**config.mk**
```make
export PLATFORM = sky130hd
export DESIGN_NAME = vliw_stall_flush_ctrl
export DESIGN_NICKNAME = d
export VERILOG_FILES = /design/src/rtl/vliw_stall_flush_ctrl.sv
export SDC_FILE = /design/constraint.sdc
export NUM_CORES = 1
export LEC_CHECK = 0
export ABC_AREA = 1
export CORE_MARGIN = 4
export CORE_UTILIZATION = 50
export DETAILED_ROUTE_END_ITERATION = 10
export PLACE_DENSITY_LB_ADDON = 0.15
export REMOVE_ABC_BUFFERS = 1
export SETUP_SLACK_MARGIN = 0.5
export SYNTH_ARGS = -nofsm -noshare
export SYNTH_HDL_FRONTEND = slang
export SYNTH_SLANG_ARGS = --single-unit
export TNS_END_PERCENT = 5
```
**constraint.sdc**
```tcl
create_clock -name clk -period 2.54 [get_ports clk]
set_input_delay 0.635 -clock clk [delete_from_list [all_inputs] [get_ports clk]]
set_output_delay 0.635 -clock clk [all_outputs]
set_load 0.005 [all_outputs]
```
**src/rtl/vliw_stall_flush_ctrl.sv**
```systemverilog
// vliw_stall_flush_ctrl: merges hazard requests into pipeline enables, sequences flushes, watchdog and stats
module vliw_stall_flush_ctrl #(
  parameter int unsigned FLUSH_CYCLES    = 1,
  parameter int unsigned MAX_STALL       = 64,
  parameter bit          HALT_ON_TIMEOUT = 1'b1,
  parameter int unsigned CNT_W           = 16
) (
  input  logic             clk,
  input  logic             rst_n,
  input  logic             loadUseStall,
  input  logic             branchDataStall,
  input  logic             branchTaken,
  input  logic             jumpInstr,
  input  logic             memBusy,
  input  logic             clrStats,
  output logic             pcWrite,
  output logic             IFIDwrite,
  output logic             IFID_flush,
  output logic             IDEX_bubble,
  output logic             pipeFreeze,
  output logic [1:0]       pcSrc,
  output logic             hazardTimeout,
  output logic [CNT_W-1:0] stallCount,
  output logic [CNT_W-1:0] flushCount
);
  typedef enum logic [1:0] {RUN, FLUSH, HALT} state_t;
  state_t           state_q, state_d;
  logic             pend_q, pend_d, pend_jmp_q, pend_jmp_d;
  logic [2:0]       fcnt_q, fcnt_d;
  logic [15:0]      wd_q, wd_d;
  logic [16:0]      wd_inc;
  logic             to_q, to_d;
  logic [CNT_W-1:0] scnt_q, scnt_d, flcnt_q, flcnt_d;
  logic             halt, hold, fire, redir, take_jmp, flush_take;
  assign halt     = state_q == HALT;
  assign hold     = halt | memBusy | (state_q == RUN && (loadUseStall | branchDataStall));
  assign redir    = branchTaken | jumpInstr;
  assign take_jmp = pend_q ? pend_jmp_q : jumpInstr;
  assign wd_inc   = {1'b0, wd_q} + 17'd1;
  assign fire     = hold && !halt && !clrStats && wd_inc == 17'(MAX_STALL);
  // pipeline enables and next state; freeze beats stall beats redirect
  always_comb begin
    pcWrite     = 1'b1;
    IFIDwrite   = 1'b1;
    IFID_flush  = 1'b0;
    IDEX_bubble = 1'b0;
    pipeFreeze  = 1'b0;
    pcSrc       = 2'b00;
    state_d     = state_q;
    pend_d      = pend_q;
    pend_jmp_d  = pend_jmp_q;
    fcnt_d      = fcnt_q;
    flush_take  = 1'b0;
    if (halt) begin
      pcWrite    = 1'b0;
      IFIDwrite  = 1'b0;
      pipeFreeze = 1'b1;
      if (clrStats) begin
        state_d    = RUN;
        pend_d     = 1'b0;
        pend_jmp_d = 1'b0;
      end
    end else if (memBusy) begin
      pcWrite    = 1'b0;
      IFIDwrite  = 1'b0;
      pipeFreeze = 1'b1;
      if (state_q == RUN && redir && !pend_q) begin
        pend_d     = 1'b1;
        pend_jmp_d = jumpInstr;
      end
    end else if (state_q == FLUSH) begin
      IFID_flush = 1'b1;
      fcnt_d     = fcnt_q - 3'd1;
      if (fcnt_q <= 3'd1) state_d = RUN;
    end else if (loadUseStall | branchDataStall) begin
      pcWrite     = 1'b0;
      IFIDwrite   = 1'b0;
      IDEX_bubble = 1'b1;
    end else if (pend_q | redir) begin
      IFID_flush = 1'b1;
      pcSrc      = take_jmp ? 2'b10 : 2'b01;
      flush_take = 1'b1;
      pend_d     = 1'b0;
      pend_jmp_d = 1'b0;
      if (FLUSH_CYCLES > 1) begin
        state_d = FLUSH;
        fcnt_d  = 3'(FLUSH_CYCLES - 1);
      end
    end
    if (fire && HALT_ON_TIMEOUT) state_d = HALT;
  end
  // watchdog, sticky timeout and saturating statistics; clear wins over increment
  always_comb begin
    wd_d    = (clrStats || !hold) ? '0 : (&wd_q ? wd_q : wd_inc[15:0]);
    to_d    = !clrStats && (to_q || fire);
    scnt_d  = clrStats ? '0 : (hold && !halt && !(&scnt_q)) ? scnt_q + CNT_W'(1) : scnt_q;
    flcnt_d = clrStats ? '0 : (flush_take && !(&flcnt_q)) ? flcnt_q + CNT_W'(1) : flcnt_q;
  end
  // state and bookkeeping registers; reset drops any pending flush or redirect
  always_ff @(posedge clk or negedge rst_n) begin
    if (!rst_n) begin
      state_q    <= RUN;
      pend_q     <= 1'b0;
      pend_jmp_q <= 1'b0;
      fcnt_q     <= '0;
      wd_q       <= '0;
      to_q       <= 1'b0;
      scnt_q     <= '0;
      flcnt_q    <= '0;
    end else begin
      state_q    <= state_d;
      pend_q     <= pend_d;
      pend_jmp_q <= pend_jmp_d;
      fcnt_q     <= fcnt_d;
      wd_q       <= wd_d;
      to_q       <= to_d;
      scnt_q     <= scnt_d;
      flcnt_q    <= flcnt_d;
    end
  end
  assign hazardTimeout = to_q;
  assign stallCount    = scnt_q;
  assign flushCount    = flcnt_q;
endmodule

```
Word level (Yosys, flattened, before mapping)

Cells that the tools add are included.

Register bits: 56
Latch bits: 0
RAM bits: 0
ROM bits: 0
Input port bits: 8
Output and inout port bits: 40
Word-level logic and storage cells: 106
Memories kept: 0

Add/subtract/negate cells: 4
$mul: 0
Div/mod/pow operators: 0
$lt $le $gt $ge: 1
Eq/ne operators: 10
Shift-type cells: 0
Mux-type cells: 47
Bitwise gates (word level): 7
Reductions and logical operators: 29

Operators by type and width:

| kind                                                           | number |
|---|---|
| two-way mux 16 bit                                             | 6 |
| AND reduction 16 bit                                           | 3 |
| adder 16 x 1 -> 16 bit, second input constant                  | 2 |
| two-way mux 1 bit                                              | 29 |
| two-way mux 2 bit                                              | 12 |
| adder 16 x 1 -> 17 bit, second input constant                  | 1 |
| equality test 17 x 7 -> 1 bit, second input constant           | 1 |
| logical AND 1 bit                                              | 9 |
| nonzero test 3 bit                                             | 3 |
| logical NOT 1 bit                                              | 6 |
| != test 3 x 1 -> 1 bit, second input constant                  | 2 |
| != test 3 bit, second input constant                           | 2 |
| OR 1 bit                                                       | 5 |
| AND reduction 5 bit                                            | 1 |
| != test 2 bit, second input constant                           | 2 |
| AND reduction 4 bit                                            | 1 |
| nonzero test 2 bit                                             | 2 |
| less-or-equal comparator 3 x 1 -> 1 bit, second input constant | 1 |
| != test 3 x 2 -> 1 bit, second input constant                  | 1 |
| AND reduction 3 bit                                            | 1 |
| subtractor 3 x 1 -> 3 bit, second input constant               | 1 |
| equality test 2 x 1 -> 1 bit, second input constant            | 1 |
| equality test 2 bit, second input constant                     | 1 |
| logical NOT 2 bit                                              | 1 |
| 2 further kinds                                                | 4 |

Logic depth before layout (Yosys ltp)

Gate-level depths: netlist of the first run.

Depth in word-level cells: 10
Mapped depth: 12
Mapped depth without buffers: 12

Least setup slack after synthesis of the first run

Ideal clock, no wire load.

Kind: input port to output port
From: input port branchDataStall
To: output port pcWrite
Data arrival time: 1.123 ns
Data required time: 1.905 ns
Path slack: 0.782 ns
Cell stages on the path: 4
Path buffers: 1
Path through: nor2_2 -> nand2_1 -> inv_1 -> buf_4

Longest elaborated chain between the ends: 5

Ends and longest elaborated chain:

| what                           | line | text |
|---|---|---|
| start: declaration             | 11   | `input logic branchDataStall,` |
| OR 1 bit                       | 75   | `end else if (loadUseStall \| branchDataStall) begin` |
| two-way mux 1 bit (4 in a row) | n/a  |  |
| end: declaration               | 16   | `output logic pcWrite,` |

Every way passes these cells.

Worst setup path in the final report of the first run

From: input port jumpInstr
To: output port pcSrc[0]

Longest elaborated chain between the ends: 7
Elaborated cells on any way between the ends: 9
Those cells by class: mux (7); bitwise (2)

Ends and longest elaborated chain:

| what                                                 | line   | text |
|---|---|---|
| start: declaration                                   | 13     | `input logic jumpInstr,` |
| two-way mux 1 bit / OR 1 bit (equally long branches) | 38, 37 |  |
| two-way mux 2 bit / OR 1 bit (equally long branches) | 81, 79 |  |
| two-way mux 2 bit (*)                                | 79     | `end else if (pend_q \| redir) begin` |
| two-way mux 2 bit (*)                                | 75     |  |
| two-way mux 2 bit (*)                                | 71     | `end else if (state_q == FLUSH) begin` |
| two-way mux 2 bit (*)                                | 63     | `end else if (memBusy) begin` |
| two-way mux 2 bit (*)                                | 54     | `if (halt) begin` |
| end: declaration                                     | 21     | `output logic [1:0] pcSrc,` |

Mark *: on every way between the ends. The rest lies on a longest branch, timed or not.

==> metrics.md, run 1 <==
| Metric | Value |
|---|---|
| Status | completed |
| Share of flip-flops with an asynchronous set or reset | 100.0% |
| R2r startpoint | wd_q[1] |
| Setup Viol. Count Final | 0 |
| Largest net degree at the start of global routing | 53 |
| Synthesized-area fraction occupied by adder cells | 1.207% |
| Main synth FF type | dfrtp_1 |
| Clock Tree Buf Depth | 2 |
| Critical path endpoint category | output port |
| Final #Nets | approximately 500 |
| Placed cells | between 500 and 600 |
| Worst Hold Class | in2async |
| Achievable frequency | between 400 and 500 MHz |
| WL/cell | 13.05 um |
| Via count | 3025 |
| Mux share of post-synthesis cell area | 0% |
| Worst slack at placement | -0.2014 ns |
| Design Power | ~1.5 mW |
| Die width | approximately 87 um |
| Post-Layout Cell Count | roughly 570 |
| Syn Std Cell Area | roughly 0.0031 mm2 |
| Total GRT Usage | approximately a fifth |
| Hold_buf cts | 0 |
| Global-route wire length before repair | ~12000 um |
| Avg Inst Size Synth | between 7 and 8 um2 |
| Rel. slew slack | a little over 70% |
| Clock power share | about a third |
| Starting Density | roughly half |
| Worst-margin pin slew | between 0.4 and 0.5 ns |
| DR iter-0 viols | 129 |
| Post-DRT Antenna Nets | 0 |
| Synth area leaders | dfrtp_1 42%, nand2_1 13%, inv_1 7.1% |
| Vias/cell | 5.335 |
| CTS tree | built |
| Switching pwr | between 300 and 400 uW |
| Die area | about 0.0075 mm2 |
| Synth unique cells | 37 |
| Final Worst Setup Slack | 0.5183 ns |
| Sequential share of the synthesized area | a little over two fifths |
| Post-route DRC | 0 |
| Max cap viols | 0 |
| GP Congestion | around 0.87 |
| Post-synth EDFFs | 0 |
| Root Driver | clkbuf_8 |
| Switching Share | 26.29% |
| Num CTS Buffers | 5 |
| Total internal power | roughly 1.1 mW |
| Fin crit share | between 70% and 80% |
| Total gr overflow | 0 |
| Routed WL | 7399 um |
| Fill cells | between 500 and 600 |
| Fin crit period | ~2 ns |
| Final Hold Fails | 0 |
| Unrepaired setup endpoints after global routing | yes |
| Flop pwr share | a little under three fifths |
| Worst-path clk slew | 0.10 ns |
| Worst R2R End | state_q[1] |
| Port bufs | 47 |
| CP Launch Type | input port |
| Crit Path Class | in2out |
| R2r worst-path depth | 8 |
| Ant diodes | 0 |
| Gate Count Post-Synth | 429 |
| Comb pwr share | a little over a tenth |
| 1st-pass router iterations | 5 |
| CP Data Arrival Time | ~1.4 ns |
| Die extent in y | ~87 um |
| Synth top area share | a little over two fifths |
| Row cnt | 28 |
| Boundary Pins | 48 |
| Initial antenna violation count | 0 |
| P_leak | approximately 1.7 nW |
| Compound-Gate Fraction of Synth Area | 11.67% |
| Crit path required time | ~1.9 ns |
| Placeable Area | approximately 0.006 mm2 |
| Post-DP HPWL | approximately 5500 um |
| R2R Setup Slk | 0.67 ns |
| Post-synthesis xor/xnor area fraction | 1.689% |
| Largest family of logic cells by synthesized area | simple AND/OR/NAND/NOR gates |
| Area delta synth->final | 22.81% |
| Slew Limit Fails | 0 |
| Worst-skew pair later-pin latency | around 0.3 ns |
| Pwr dens | roughly 390 mW/mm2 |
| CTS H-tree lvls | 2 |
| Post-synthesis simple-gate area fraction | 34.75% |
| Vias in the first global route | 2757 |
| Yosys reg bits | 52 |
| YS warnings | 0 |
| Max VDD drop | 261.8 uV |
| Num Clock Sinks | 52 |
| Crit-path max FO | 3 |
| Layout cells sized above 1 | 13.41% |
| Clk_skew | just under 0.006 ns |
| Yosys top cell by area | dfrtp_1 |
-- logic make-up (layout without fill, tap and decap cells) --
family                   Yosys count  count (layout)
flip-flops                        52              52
adder cells (fa/ha/maj)            3               3
AO/OA/AOI/OAI                     64              64
buffers and inverters             67             130
XOR/XNOR                           6               6
AND/OR/NAND/NOR                  237             237
-- worst max path at each step --
stage / depth (start not counted) / from / endpoint
finish: 6 / jumpInstr / pcSrc[0]
global route: 6 / jumpInstr / pcSrc[0]
CTS: 6 / jumpInstr / pcSrc[0]
detailed placement: 5 / memBusy / pcSrc[0]
global placement: 5 / memBusy / pcSrc[0]
floorplan: 9 / clrStats / hazardTimeout
-- cells in the mapped netlist (2+ instances only) --
| library cell | count |
|---|---|
| nand2_1 | 105 |
| inv_1 | 59 |
| dfrtp_1 | 52 |
| nor2_1 | 47 |
| nand3_1 | 30 |
| o21ai_0 | 24 |
| a21oi_1 | 20 |
| nor3_1 | 18 |
| nand4_1 | 17 |
| nor2_2 | 7 |
| o21ai_1 | 6 |
| a31oi_1 | 4 |
| xor2_1 | 4 |
| ha_1 | 3 |
| nand2_2 | 3 |
| nor2_4 | 3 |
| a21oi_2 | 2 |
| clkbuf_1 | 2 |
| nand2_4 | 2 |
| o22ai_1 | 2 |
| o31ai_1 | 2 |
| xnor2_1 | 2 |
-- flip-flops by register name, summed over array words and instances, names as in the netlist --
| signal | flops |
|---|---|
| pend_jmp_q | 1 |
| hazardTimeout | 1 |
| stallCount | 16 |
| state_q | 1 |
| flushCount | 16 |
| wd_q | 16 |
| pend_q | 1 |
-- metrics by stage --
stage	utilization (%)	hold WS (ns)	instance area [um2]	setup TNS, ns
3_5_place_dp	62.09	0.5144	3720	-0.5321
3_3_place_gp	62.09	0.5126	3720	-0.3321
4_1_cts	63.97	0.3116	3832	0
2_1_floorplan	-	0.3394	3065	0
5_1_grt	63.76	0.3344	3820	0
6_report	63.76	0.3100	3820	0
-- layout by cell type (no fill, tap or decap), drive strengths merged --
cell           count
a21oi             22
a22oi              1
a31o               1
a31oi              4
buf               21
clkbuf             8
clkdlybuf4s15      2
clkdlybuf4s50     34
clkinv             2
clkinvlp           1
dfrtp             52
dlygate4sd2        2
ha                 3
inv               60
nand2            110
nand3             31
nand4             18
nor2              57
nor3              19
nor4               1
o21ai             30
o21bai             2
o22ai              2
o31ai              2
or2                1
xnor2              2
xor2               4
-- power by group through the flow --
| stage | registers (mW) | logic, mW | clock network (mW) |
|---|---|---|---|
| floorplan | 0.870 | 0.0698 | 0 |
| global placement | 0.871 | 0.152 | 0 |
| detailed placement | 0.872 | 0.156 | 0 |
| CTS | 0.856 | 0.165 | 0.484 |
| global route | 0.859 | 0.187 | 0.505 |
| finish | 0.856 | 0.164 | 0.468 |
-- routing by layer --
metal	up-vias	routed length (um)	track usage, %
met5	-	0	0
met4	0	35	3.116
met3	6	370	3.879
met2	79	3558	34.37
met1	1418	3434	27.15
li1	1522	-	-
-- final cells by class --
type,count,area [um2],share of cell area (%)
inverter,61,230.2,6.027
clock inverter,2,12.51,0.3275
clock buffer,5,68.82,1.802
timing repair buffer,62,553.0,14.48
multi-input combinational,310,1560,40.85
tap,75,93.84,2.457
sequential,52,1301,34.06
-- critical path: stages --
cell and delay [ns]:
clkdlybuf4s15_2 0.21, nor2_2 0.09, a21oi_2 0.05, buf_4 0.14, nor3_2 0.13, buf_2 0.13
-- repair_timing --
action                     CTS  global route
buffers inserted             4             0
setup endpoints to repair    8             8
gates resized for setup     43             4
pin swaps                    8             4
Power figures use the tool's default switching activity.
==> inputs of run 2 (changes only) <==
==> constraint.sdc (replaced) <==
create_clock -name clk -period 1.9 [get_ports clk]
set_input_delay 0.475 -clock clk [delete_from_list [all_inputs] [get_ports clk]]
set_output_delay 0.475 -clock clk [all_outputs]
set_load 0.005 [all_outputs]
==> run 2 against run 1 <==
Effect of this change:
- die area is the same
- total power grew 36%
- utilization up 5.6 points
- clock skew barely moved
- routed wire length increased by 6.8%
- worst hold slack worse by 0.25 ns
- via count rose by 5.8%
- largest cell class unchanged
==> metrics.md, run 2 (synthesized netlist as in run 1, its figures left out) <==
| Metric | Value |
|---|---|
| Starting Density | 51.92% (unchanged) |
| Final Hold Fails | 0 (unchanged) |
| Fin crit period | 1.769 ns |
| Final Worst Setup Slack | 0.1309 ns (was 0.5183 ns) |
| Post-route DRC | 0 (unchanged) |
| CTS tree | built (unchanged) |
| Placeable Area | 0.005991 mm2 (unchanged) |
| Post-Route M1 WL | 3562 um (was 3434 um) |
| Row cnt | 28 (unchanged) |
| Layout cells sized above 1 | 21.26% (was 13.41%) |
| CP Launch Type | input port (unchanged) |
| Rel. slew slack | 72.90% (was 72.44%) |
| Initial antenna violation count | 0 (unchanged) |
| Switching Share | 26.07% (was 26.29%) |
| Boundary Pins | 48 (unchanged) |
| Slew Limit Fails | 0 (unchanged) |
| Final #Nets | 533 (was 503) |
| Area delta synth->final | 33.63% (was 22.81%) |
| Total gr overflow | 0 (unchanged) |
| Root Driver | clkbuf_8 (unchanged) |
| Die width | 86.88 um (unchanged) |
| Global-route wire length before repair | 13100 um (was 12480 um) |
| Num CTS Buffers | 5 (unchanged) |
| Crit Path Class | in2out (unchanged) |
| Util after Layout | 69.38% (was 63.76%) |
| WL met3 | 405 um (was 370 um) |
| Total GRT Usage | 21.29% (was 20.18%) |
| Total internal power | 1.492 mW (was 1.097 mW) |
| Unrepaired setup endpoints after global routing | yes (unchanged) |
| Switching pwr | 526.2 uW (was 391.3 uW) |
| Most common cell after layout, fill and taps aside | nand2_1 (unchanged) |
| Port bufs | 47 (unchanged) |
| Via count | 3201 (was 3025) |
| Vias in the first global route | 2913 (was 2757) |
| Top routing layer used | met4 (unchanged) |
| Worst slack at placement | -0.5201 ns (was -0.2014 ns) |
| Worst Hold Class | in2async (unchanged) |
| Die area | 0.007547 mm2 (unchanged) |
| Ant diodes | 0 (unchanged) |
| Critical path endpoint category | output port (unchanged) |
| DR iter-0 viols | 155 (was 129) |
| Max VDD drop | 341.8 uV (was 261.8 uV) |
| Post-DRT Antenna Nets | 0 (unchanged) |
| Die extent in y | 86.88 um (unchanged) |
| Clock power share | 30.5% (was 31.4%) |
| Largest net degree at the start of global routing | 39 (was 53) |
| Worst-path clk slew | 0.09 ns (was 0.10 ns) |
| Design Power | 2.018 mW (was 1.489 mW) |
| Clk_skew | 0.005903 ns (was 0.005789 ns) |
| Comb pwr share | 12.7% (was 11.0%) |
| WHS | 0.06495 ns (was 0.3100 ns) |
| Clock Tree Buf Depth | 2 (unchanged) |
| Routed WL | 7901 um (was 7399 um) |
| Post-DP HPWL | 5611 um (was 5493 um) |
| CTS H-tree lvls | 2 (unchanged) |
| CP Data Arrival Time | 1.29 ns (was 1.39 ns) |
| Flop pwr share | 56.7% (was 57.5%) |
| Setup Viol. Count Final | 0 (unchanged) |
| Achievable frequency | approximately 570 MHz |
| Fin crit share | ~93% |
| Num Clock Sinks | 52 (unchanged) |
| Crit path required time | 1.42 ns (was 1.90 ns) |
| Worst-skew pair later-pin latency | 0.30 ns (about the same) |
| Vias/cell | 5.362 (was 5.335) |
| Max cap viols | 0 (unchanged) |
| WL/cell | 13.23 um (was 13.05 um) |
| 1st-pass router iterations | 4 (was 5) |
| Hold_buf cts | 0 (unchanged) |
| Commonest non-fill, non-tap cells in the layout | 100 x nand2_1, 56 x inv_1, 48 x dfrtp_1, 40 x nor2_1, 40 x buf_4 (was 104 x nand2_1, 57 x inv_1, 52 x dfrtp_1, 43 x nor2_1, 34 x clkdlybuf4s50_1) |
| DR WL met2 | 3865 um (was 3558 um) |
| Crit-path max FO | 3 (unchanged) |
| GP Congestion | 0.8697 (was 0.8667) |
| P_leak | 1.846 nW (was 1.699 nW) |
| Pwr dens | 485.5 mW/mm2 (was 389.7 mW/mm2) |
| Worst-margin pin slew | 0.4034 ns (was 0.4122 ns) |
| Status | completed (unchanged) |
-- run 2: layer usage --
layer  vias up  track usage, %
met5         -               0
met4         0           5.666
met3         7           2.649
met2        85           35.82
met1      1520           28.96
li1       1589               -
-- run 2: cell type report --
class	instances	area (um2)
Tap cell	75	93.84
Fill cell	509	1834
Sequential cell	52	1306
Clock inverter	1	5.005
Timing Repair Buffer	92	799.5
Inverter	61	232.7
Multi-Input combinational cell	310	1647
Clock buffer	6	72.57
-- run 2: metrics by stage --
| step | cell area (um2) | setup TNS, ns | instances |
|---|---|---|---|
| 2_1_floorplan | 3065 | 0 | 423 |
| 3_3_place_gp | 3795 | -7.954 | 566 |
| 3_5_place_dp | 3795 | -11.57 | 566 |
| 4_1_cts | 3958 | 0 | 585 |
| 5_1_grt | 4156 | 0 | 597 |
| 6_report | 4156 | 0 | 597 |
-- run 2: power by group through the flow --
stage	combinational, mW	sequential (mW)	clock (mW)
floorplan	0.0933	1.16	0
global placement	0.216	1.16	0
detailed placement	0.222	1.16	0
CTS	0.233	1.14	0.622
global route	0.287	1.15	0.668
finish	0.257	1.14	0.617
-- run 2: what timing repair did --
action	in CTS	in global routing
buffers inserted	12	12
resized for setup	39	32
setup endpoints to repair	92	92
pin swaps	10	15
-- run 2: critical path, cell delays in order --
cell and delay [ns]:
dlygate4sd2_1 0.24, nor2_2 0.13, nand2_2 0.09, buf_4 0.15, nor2_4 0.09, buf_2 0.12
-- run 2: path summary, 6_finish.rpt --
check	start	to	slack [ns]	cells after the start
max in group asynchronous	rst_n	flushCount[8]	1.30	2
min	rst_n	stallCount[10]	0.06	1
min in group clk	hazardTimeout	hazardTimeout	0.54	2
max	loadUseStall	IFID_flush	0.13	6
max reg2reg	wd_q[1]	hazardTimeout	0.17	9
min reg2reg	hazardTimeout	hazardTimeout	0.54	2
==> inputs of run 3 (changes only) <==
--- a/config.mk
+++ b/config.mk
@@ -6,7 +6,7 @@
 export NUM_CORES = 1
 export LEC_CHECK = 0
 export ABC_AREA = 1
-export CORE_MARGIN = 4
+export CORE_MARGIN = 1
 export CORE_UTILIZATION = 50
 export DETAILED_ROUTE_END_ITERATION = 10
 export PLACE_DENSITY_LB_ADDON = 0.15
==> run 3 against run 2 <==
Effect of this change:
- clock skew grew 0.0023 ns
- clock power grew 29%
- global-route usage grew 2.8 points
- count of clock-buffer cells in the layout shrank 1
- worst hold slack gained 0.061 ns
- critical path type is now reg2out
- largest power group unchanged
==> metrics.md, run 3 (synthesized netlist as in run 1, its figures left out) <==
| Metric | Value |
|---|---|
| Status | completed (unchanged) |
| R2r startpoint | stallCount[0] (was wd_q[1]) |
| Placed cell area | 0.003780 mm2 (was 0.003795 mm2) |
| Max VDD drop | 290.0 uV (was 341.8 uV) |
| Met2 GRT Util | 40.25% (was 35.82%) |
| Fin crit period | 1.803 ns (was 1.769 ns) |
| Critical Path Source | state_q[1] (was loadUseStall) |
| Worst R2R End | stallCount[5] (was hazardTimeout) |
| Die width | 80.88 um (was 86.88 um) |
| Worst-margin pin slew | 0.3944 ns (was 0.4034 ns) |
| CP Launch Type | register (was input port) |
| GR Layer Usage met3 | 3.708% (was 2.649%) |
| Fin crit share | 94.92% (was 93.11%) |
| Max cap viols | 0 (unchanged) |
| Via count | 3156 (was 3201) |
| Vias in the first global route | 2853 (was 2913) |
| Total GRT Usage | 24.12% (was 21.29%) |
| P_leak | 1.839 nW (was 1.846 nW) |
| Fill cells | 533 (was 509) |
| Placeable Area | 0.005956 mm2 (was 0.005991 mm2) |
| Post-DP HPWL | 5309 um (was 5611 um) |
| Slew Limit Fails | 0 (unchanged) |
| Most common cell after layout, fill and taps aside | nand2_1 (unchanged) |
| R2R Setup Slk | 0.15 ns (was 0.17 ns) |
| Util after Layout | 68.55% (was 69.38%) |
| CP Data Arrival Time | 1.33 ns (was 1.29 ns) |
| Post-DRT Antenna Nets | 0 (unchanged) |
| Global-route wire length before repair | 12490 um (was 13100 um) |
| Post-route DRC | 0 (unchanged) |
| Commonest non-fill, non-tap cells in the layout | 101 x nand2_1, 55 x inv_1, 50 x dfrtp_1, 42 x nor2_1, 33 x clkdlybuf4s50_1 (was 100 x nand2_1, 56 x inv_1, 48 x dfrtp_1, 40 x nor2_1, 40 x buf_4) |
| Largest net degree at the start of global routing | 53 (was 39) |
| Num Clock Sinks | 52 (unchanged) |
| Num CTS Buffers | 5 (unchanged) |
| Unrepaired setup endpoints after global routing | yes (unchanged) |
| Initial antenna violation count | 0 (unchanged) |
| Critical Path, Cell by Cell | nor2_2 -> nand2_2 -> buf_6 -> nor3_2 -> buf_2 (was dlygate4sd2_1 -> nor2_2 -> nand2_2 -> buf_4 -> nor2_4 -> buf_2) |
| Worst slack at placement | -0.4835 ns (was -0.5201 ns) |
| Design area | 0.004083 mm2 (was 0.004156 mm2) |
| Area delta synth->final | 31.26% (was 33.63%) |
| Die extent in y | 80.88 um (was 86.88 um) |
| CTS tree | built (unchanged) |
| Pwr dens | 535.9 mW/mm2 (was 485.5 mW/mm2) |
| Row cnt | 28 (unchanged) |
| Crit-path max FO | 3 (unchanged) |
| Clock Tree Buf Depth | 2 (unchanged) |
| Ant diodes | 0 (unchanged) |
| Worst-path clk slew | 0.10 ns (was 0.09 ns) |
| Worst Hold Class | in2async (unchanged) |
| Worst-skew pair later-pin latency | 0.31 ns (was 0.30 ns) |
| Final Hold Fails | 0 (unchanged) |
| Met1 Usage GRT | 32.41% (was 28.96%) |
| DR iter-0 viols | 189 (was 155) |
| R2r worst-path depth | 10 (was 9) |
| Rel. slew slack | 73.51% (was 72.90%) |
| WHS | 0.1263 ns (was 0.06495 ns) |
| Setup TNS | 0 ns (unchanged) |
| GR peak layer | met2 (unchanged) |
| Final #Nets | 522 (was 533) |
| Achievable frequency | 554.5 MHz (was 565.3 MHz) |
| Crit Path Class | reg2out (was in2out) |
| Total gr overflow | 0 (unchanged) |
| Post-Layout Cell Count | 587 (was 597) |
| Placed cells | 564 (was 566) |
| Critical path endpoint category | output port (unchanged) |
| Boundary Pins | 48 (unchanged) |
| Layout cells sized above 1 | 19.34% (was 21.26%) |
| CTS H-tree lvls | 2 (unchanged) |
| WL/cell | 12.79 um (was 13.23 um) |
| Root Driver | clkbuf_8 (unchanged) |
| Final Worst Setup Slack | 0.09653 ns (was 0.1309 ns) |
| Buffers & Inverters on Critical Path | 2 (was 3) |
| Setup Viol. Count Final | 0 (unchanged) |
| Clk_skew | 0.008168 ns (was 0.005903 ns) |
| Vias/cell | 5.376 (was 5.362) |
| Max stage delay cell, worst path | dfrtp_1 (was dlygate4sd2_1) |
| 1st-pass router iterations | 5 (was 4) |
| Starting Density | 52.23% (was 51.92%) |
| Port bufs | 47 (unchanged) |
| GP Congestion | 0.9021 (was 0.8697) |
| Design Power | 2.188 mW (was 2.018 mW) |
| Hold_buf cts | 0 (unchanged) |
| Die area | 0.006541 mm2 (was 0.007547 mm2) |
| Crit path required time | 1.42 ns (about the same) |
| Worst path top cell family by delay | flip-flops (was buffers and inverters) |
| Routed WL | 7509 um (was 7901 um) |
| Max incr delay on CP | 0.42 ns (was 0.24 ns) |
run 3: layout make-up:
| type | instances | area, um2 | area share [%] |
|---|---|---|---|
| multi-input combinational | 310 | 1623 | 39.75 |
| sequential | 52 | 1304 | 31.93 |
| timing repair buffer | 81 | 716.9 | 17.56 |
| inverter | 61 | 230.2 | 5.639 |
| tap | 75 | 93.84 | 2.298 |
| clock buffer | 5 | 68.82 | 1.686 |
| clock inverter | 3 | 46.29 | 1.134 |
run 3: worst register-to-register path: cells and delay by family, from the launching register on:
kind / cells / cell delay, ns
DFF: 1 / 0.40
buffers and inverters: 2 / 0.23
and+or+nand+nor: 5 / 0.50
adders and majority gates: 1 / 0.19
AOI/OAI and AO/OA: 2 / 0.36
run 3: per-layer routing:
layer	vias to the layer above	routed length, um
met5	-	0
met4	0	99
met3	11	443
met2	102	3648
met1	1478	3317
li1	1565	-
run 3: worst max-delay path by stage:
| stage | endpoint | cells past startpoint |
|---|---|---|
| global placement | pcSrc[0] | 5 |
| CTS | pcSrc[0] | 5 |
| global route | hazardTimeout | 11 |
| detailed placement | pcSrc[0] | 5 |
| floorplan | stallCount[10] | 11 |
| finish | pcSrc[0] | 5 |
run 3: timing repair:
| action | CTS | global route |
|---|---|---|
| setup endpoints to repair | 92 | 92 |
| setup buffers | 6 | 9 |
| resized for setup | 35 | 27 |
| pin swaps | 7 | 14 |
run 3: report_power, final:
group / total, mW / switching (mW) / internal, mW
clock: 0.796 / 0.399 / 0.398
combinational: 0.247 / 0.135 / 0.112
sequential: 1.14 / 0.0194 / 1.13
total: 2.19 / 0.553 / 1.63
